==> src/rtl/entropy_conditioner_pkg.sv <==
// Shared constants for the entropy conditioner: default sizes and von Neumann pair states.
// Imported by entropy_conditioner and vn_debias.
package entropy_conditioner_pkg;

    localparam int DEFAULT_WORD_W     = 32;
    localparam int DEFAULT_RCT_CUTOFF = 32;

    localparam logic [0:0] PAIR_FIRST  = 1'b0;
    localparam logic [0:0] PAIR_SECOND = 1'b1;

    // Width needed to count 0..word_w bits held in the packing register.
    function automatic int fill_width(input int word_w);
        return $clog2(word_w + 1);
    endfunction

endpackage

==> src/rtl/entropy_conditioner_vn_debias.sv <==
// vn_debias: von Neumann pairing FSM. Unequal pairs emit the first sample, equal pairs are
// discarded; clear returns the pair state to FIRST and suppresses any emission that cycle.
module vn_debias
    import entropy_conditioner_pkg::*;
(
    input  logic clk,
    input  logic rst_n,
    input  logic raw_bit,
    input  logic raw_valid,
    input  logic clear,
    output logic emit_bit,
    output logic bit_valid
);

    logic [0:0] state_q, state_d;
    logic       first_q, first_d;

    // (1,0) emits 1 and (0,1) emits 0, so the emitted bit is always the stored first sample.
    always_comb begin
        state_d   = state_q;
        first_d   = first_q;
        bit_valid = 1'b0;
        emit_bit  = first_q;
        if (clear) begin
            state_d = PAIR_FIRST;
        end else if (raw_valid) begin
            if (state_q == PAIR_FIRST) begin
                first_d = raw_bit;
                state_d = PAIR_SECOND;
            end else begin
                state_d   = PAIR_FIRST;
                bit_valid = (first_q != raw_bit);
            end
        end
    end

    always_ff @(posedge clk or negedge rst_n) begin
        if (!rst_n) begin
            state_q <= PAIR_FIRST;
            first_q <= 1'b0;
        end else begin
            state_q <= state_d;
            first_q <= first_d;
        end
    end

endmodule

==> src/rtl/entropy_conditioner.sv <==
// entropy_conditioner: debiases raw ring-oscillator samples, packs them MSB-first into words
// and offers them on a valid/ready port. Define ENTROPY_HEALTH_EN to add the repetition-count test.
module entropy_conditioner
    import entropy_conditioner_pkg::*;
#(
    parameter  int WORD_W     = DEFAULT_WORD_W,
    parameter  int RCT_CUTOFF = DEFAULT_RCT_CUTOFF,
    localparam int FILL_W     = fill_width(WORD_W)
) (
    input  logic              clk,
    input  logic              rst_n,
    input  logic              en,
    input  logic              raw_bit,
    input  logic              raw_valid,
    output logic [WORD_W-1:0] out_data,
    output logic              out_valid,
    input  logic              out_ready,
    output logic [FILL_W-1:0] fill_level,
    output logic              health_fail,
    input  logic              health_clr
);

    logic accept, trip, fail_now;
    logic emit_bit, bit_valid;

    assign accept = raw_valid & en & ~fail_now;

    vn_debias u_debias (
        .clk       (clk),
        .rst_n     (rst_n),
        .raw_bit   (raw_bit),
        .raw_valid (accept),
        .clear     (~en | trip),
        .emit_bit  (emit_bit),
        .bit_valid (bit_valid)
    );

`ifdef ENTROPY_HEALTH_EN
    localparam int RCT_W = $clog2(RCT_CUTOFF + 1);

    logic [RCT_W-1:0] rct_q, rct_d, rct_next;
    logic             prev_q, prev_d;
    logic             health_q, health_d;

    // A clear on the same edge as a would-be trip wins, so no trip is raised at all.
    always_comb begin
        rct_next = (rct_q != '0 && raw_bit == prev_q) ? rct_q + 1'b1 : RCT_W'(1);
        trip     = accept & ~health_clr & (rct_next == RCT_W'(RCT_CUTOFF));
        rct_d    = rct_q;
        prev_d   = prev_q;
        health_d = health_q;
        if (accept) begin
            rct_d  = rct_next;
            prev_d = raw_bit;
        end
        if (health_clr) begin
            rct_d    = '0;
            health_d = 1'b0;
        end else if (trip) begin
            health_d = 1'b1;
        end
    end

    always_ff @(posedge clk or negedge rst_n) begin
        if (!rst_n) begin
            rct_q    <= '0;
            prev_q   <= 1'b0;
            health_q <= 1'b0;
        end else begin
            rct_q    <= rct_d;
            prev_q   <= prev_d;
            health_q <= health_d;
        end
    end

    assign fail_now    = health_q;
    assign health_fail = health_q;
`else
    logic unused_health;
    assign unused_health = health_clr ^ (RCT_CUTOFF > 1);
    assign trip          = 1'b0;
    assign fail_now      = 1'b0;
    assign health_fail   = 1'b0;
`endif

    logic [WORD_W-1:0] shreg_q, shreg_d, data_q, data_d;
    logic [FILL_W-1:0] fill_q, fill_d;
    logic              valid_q, valid_d;
    logic              full, transfer;

    assign full     = (fill_q == FILL_W'(WORD_W));
    assign transfer = full & (~valid_q | out_ready);

    // A bit arriving on a transfer edge starts the next word; while full with the slot busy it is dropped.
    always_comb begin
        shreg_d = shreg_q;
        fill_d  = fill_q;
        data_d  = data_q;
        valid_d = valid_q;
        if (trip) begin
            shreg_d = '0;
            fill_d  = '0;
            valid_d = 1'b0;
        end else begin
            if (valid_q & out_ready) valid_d = 1'b0;
            if (transfer) begin
                data_d  = shreg_q;
                valid_d = 1'b1;
                fill_d  = '0;
            end
            if (bit_valid & (transfer | ~full)) begin
                shreg_d = {shreg_q[WORD_W-2:0], emit_bit};
                fill_d  = transfer ? FILL_W'(1) : fill_q + FILL_W'(1);
            end
        end
    end

    always_ff @(posedge clk or negedge rst_n) begin
        if (!rst_n) begin
            shreg_q <= '0;
            fill_q  <= '0;
            data_q  <= '0;
            valid_q <= 1'b0;
        end else begin
            shreg_q <= shreg_d;
            fill_q  <= fill_d;
            data_q  <= data_d;
            valid_q <= valid_d;
        end
    end

    assign out_data   = data_q;
    assign out_valid  = valid_q;
    assign fill_level = fill_q;

endmodule

==> config.mk <==
export PLATFORM = sky130hd
export DESIGN_NAME = entropy_conditioner
export DESIGN_NICKNAME = d
export VERILOG_FILES = /design/src/rtl/entropy_conditioner_pkg.sv /design/src/rtl/entropy_conditioner_vn_debias.sv /design/src/rtl/entropy_conditioner.sv
export SDC_FILE = /design/constraint.sdc
export NUM_CORES = 1
export LEC_CHECK = 0
export BUFFER_PORTS_ARGS = -buffer_cell sky130_fd_sc_hd__buf_2
export CORE_MARGIN = 2
export CORE_UTILIZATION = 50
export CTS_CLUSTER_SIZE = 12
export DETAILED_ROUTE_END_ITERATION = 8
export GPL_TIMING_DRIVEN = 0
export HOLD_SLACK_MARGIN = 0.03
export MAX_ROUTING_LAYER = met4
export PLACE_DENSITY = 0.8
export SLEW_MARGIN = 10
export SYNTH_ARGS = -nofsm -noshare
export SYNTH_HDL_FRONTEND = slang
export SYNTH_HIERARCHICAL = 1
export SYNTH_SLANG_ARGS = --single-unit
==> constraint.sdc <==
create_clock -name clk -period 2 [get_ports clk]
set_input_delay 0 -clock clk [delete_from_list [all_inputs] [get_ports clk]]
set_output_delay 0 -clock clk [all_outputs]
set_load 0.01 [all_outputs]
==> reports/results.txt <==
The via density per instance came out at 5.02. The utilization after layout is 65.1%. The synthesized area is 2940 um2.

The number of clock sinks was 73. For the endpoint arrival time on the critical path, the log shows 2.14 ns. The floorplan step set the die width to 80.6 um. When the netlist entered floorplanning its net count stood at 195. After synthesis, the mean cell area works out to 15.8 um2. The portion of synthesized cell area occupied by the leading cell type was 62.2%; the number of antenna violations at the first check in global routing was 0. The number of global-route vias before repair came out at 1687. Setup repair after global routing could not meet its margin everywhere. The critical path in this run is classified as register to register.

By area the synthesized netlist is led by dfrtp_1 62%, mux2_2 21%, mux2_1 3.1%. The number of antenna-violating nets in the routed design is 0, and the count of final max-slew check failures is 0. Summing the sequential cell areas from Yosys gives 62.2% of the chip area. The tools report the DRC marker count from the first detailed-route iteration as 87.

Growth of design area from synthesis to finish: 23.5%. The number of rows created at floorplan was 27. Number of setup violations in the final report: 0. After floorplanning, the core was sized to cover 5570 um2. The longest clock path from root to sink contains 2 buffers.

Counting the buffers created by CTS gives 9. The iteration count of the initial detailed-routing pass came out at 4. The cell count after synthesis came out at 186. The leakage power figure is 1.97 nW, and the final critical path time including I/O delays and setup is 1.92 ns.

TritonCTS built the clock tree. Detailed placement ended at an HPWL of 3240 um. For the post-placement cell count, the log shows 303.

During I/O placement, the number of pins put on the boundary was 47. Clock skew on the completed layout was measured at 0.00824 ns. The tightest min-delay check is of the input port to asynchronous set/reset pin type. 0 antenna diodes ended up in the layout. Of all nets on the critical path, the largest fanout is 10.

The tools report the hold violation total from the final report as 0. The tools report the CTS root buffer as clkbuf_8. The endpoint required time on the critical path is 2.22 ns, and the worst slack at placement is -0.0751 ns. The overall routed net length is 4910 um, and the fraction of layout instances using a drive strength above 1 is 54.8%. IR analysis of the VDD net gives a maximum drop of 0.503 mV. The effective utilization at floorplan was 52.7%. The layout has 419 filler cells. The logs give 0 for the leftover overflow at the end of global routing and 3 for the number of levels in the clock H-tree.

The die area was 6500 um2. The share of the clock period used by the worst path came out at 96.2%. The die is 80.6 um tall. Clock-pin slew was measured on the worst setup and hold paths at 0.07 ns.

Minimum setup slack in the final design: 0.0766 ns. Power spread over the standard cell area amounts to 799 nW/um2. The count of buffers added on input and output ports is 44. The kind of end point of the critical path is a register.

The run finished with clean final reports. The first-pass GRT wire length was 8310 um. The total chip power is 2.90 mW, and the total number of yosys warnings is 6. The number of unique standard cell types used by synthesis was 29; the number of remaining DRC errors was 0. Post-synthesis register bit count: 73. Max-cap violations in this run came to 0. The detail-routed net length per standard cell was 14.8 um; the largest net degree at the start of global routing was 59.

The post-layout net count is 263. Clock latency on the worst-skew pair, taken at its later pin, is 0.33 ns. The element type at the critical path start was a register. The synthesized design spends more area on one cell type than any other, namely dfrtp_1.

Routability-driven placement finished with a final weighted congestion of 0.781. The achievable frequency came out at 520 MHz. The tools report the routed via count as 1663. The finished layout holds 331 standard cells, fillers aside. For the global-route total usage across every layer, the log shows 17.8%.
repair_timing:
item	CTS	global route
endpoints found under the hold margin	75	0
gates resized for setup	2	12
buffers inserted	5	5
pin swaps	2	0
hold buffers	3	0
setup endpoints to repair	58	63
sequential cells by signal (all words and copies together), names as in the netlist:
register and flops:
out_data 32, shreg_q 32, fill_level 6, out_valid 1, u_debias/emit_bit 1, u_debias/state_q 1
routing by layer:
metal,vias to the layer above,GRT usage (%),share of wire (%)
met1,836,23.1,45
met4,0,10.5,1.3
met3,5,3.60,5.5
met2,38,26.0,48
li1,784,-,-
met5,-,-,0
worst max-delay path, stage by stage (launching register included):
cell and delay (ns):
dfrtp_2 0.43, inv_2 0.07, ha_1 0.15, nand4bb_1 0.13, buf_6 0.16, o31ai_4 0.22, buf_6 0.16, buf_6 0.15
mux2_2 0.34
final timing paths:
path                                    start                to  slack (ns)  cells after the start
worst max-delay path            fill_level[0]       shreg_q[24]        0.08                      8
worst min-delay path                    rst_n  u_debias/state_q        0.07                      2
worst max register to register  fill_level[0]       shreg_q[24]        0.08                      8
worst min register to register   out_data[30]      out_data[30]        0.48                      1
max in group asynchronous               rst_n     fill_level[0]        1.37                      3
min in group clk                    out_ready         out_valid        0.10                      3
cell type report:
class | instances | area, um2 | share of cell area (%)
Timing Repair Buffer | 58 | 363 | 10.0
Sequential cell | 73 | 1830 | 50.4
Clock inverter | 2 | 35.0 | 0.966
Buffer | 9 | 114 | 3.14
Multi-Input combinational cell | 99 | 1010 | 27.8
Tap cell | 72 | 90.1 | 2.48
Clock buffer | 14 | 173 | 4.76
Inverter | 4 | 15.0 | 0.414
layout by cell type (no fill, tap or decap), types with 4 or more instances in the layout:
cell	instances
mux2_2	55
buf_8	4
buf_2	43
mux2_1	8
clkbuf_8	12
buf_6	4
buf_4	10
dfrtp_1	71
cell usage after synthesis:
cell / count
nor3b_4: 1
mux2_2: 56
nand4_1: 2
nand2_1: 3
buf_4: 2
a221oi_1: 1
clkbuf_1: 2
buf_6: 6
and4b_2: 1
mux2_1: 8
or3_1: 2
dfrtp_1: 73
nand4bb_1: 1
mux2_4: 1
o211a_1: 1
o21ai_0: 3
nand3_1: 2
o211ai_1: 2
conb_1: 1
and2_1: 1
nor3b_2: 1
ha_1: 2
o221ai_1: 1
xnor2_1: 3
nand2b_1: 2
nor2_1: 2
xor2_1: 1
inv_1: 4
o31ai_4: 1
logic make-up (layout without fill, tap and decap cells):
family | after synthesis | in the layout | share of synthesized area (%)
AND/OR/NAND/NOR | 18 | 18 | 4.30
flip-flops | 73 | 73 | 62.2
buffers and inverters | 14 | 87 | 3.58
XOR/XNOR | 4 | 4 | 1.19
adder cells (fa/ha/maj) | 2 | 2 | 0.852
multiplexers | 65 | 65 | 25.1
AO/OA/AOI/OAI | 9 | 9 | 2.68
other | 1 | 1 | 0.128
where the power goes:
group	leakage, nW	internal, mW	switching (mW)
clock	0.107	0.678	0.501
combinational	0.846	0.0859	0.0932
sequential	1.01	1.51	0.0315
metrics by stage:
stage                     hold WS [ns]  instance area (um2)  TNS (ns)
after floorplan                 -0.296                 2940         0
after global routing            0.0960                 3630   -0.0128
final                           0.0675                 3630         0
after detailed placement        -0.115                 3280     -2.22
after CTS                       0.0588                 3560         0
after global placement           0.259                 3250    -0.277
Power figures use the tool's default switching activity.
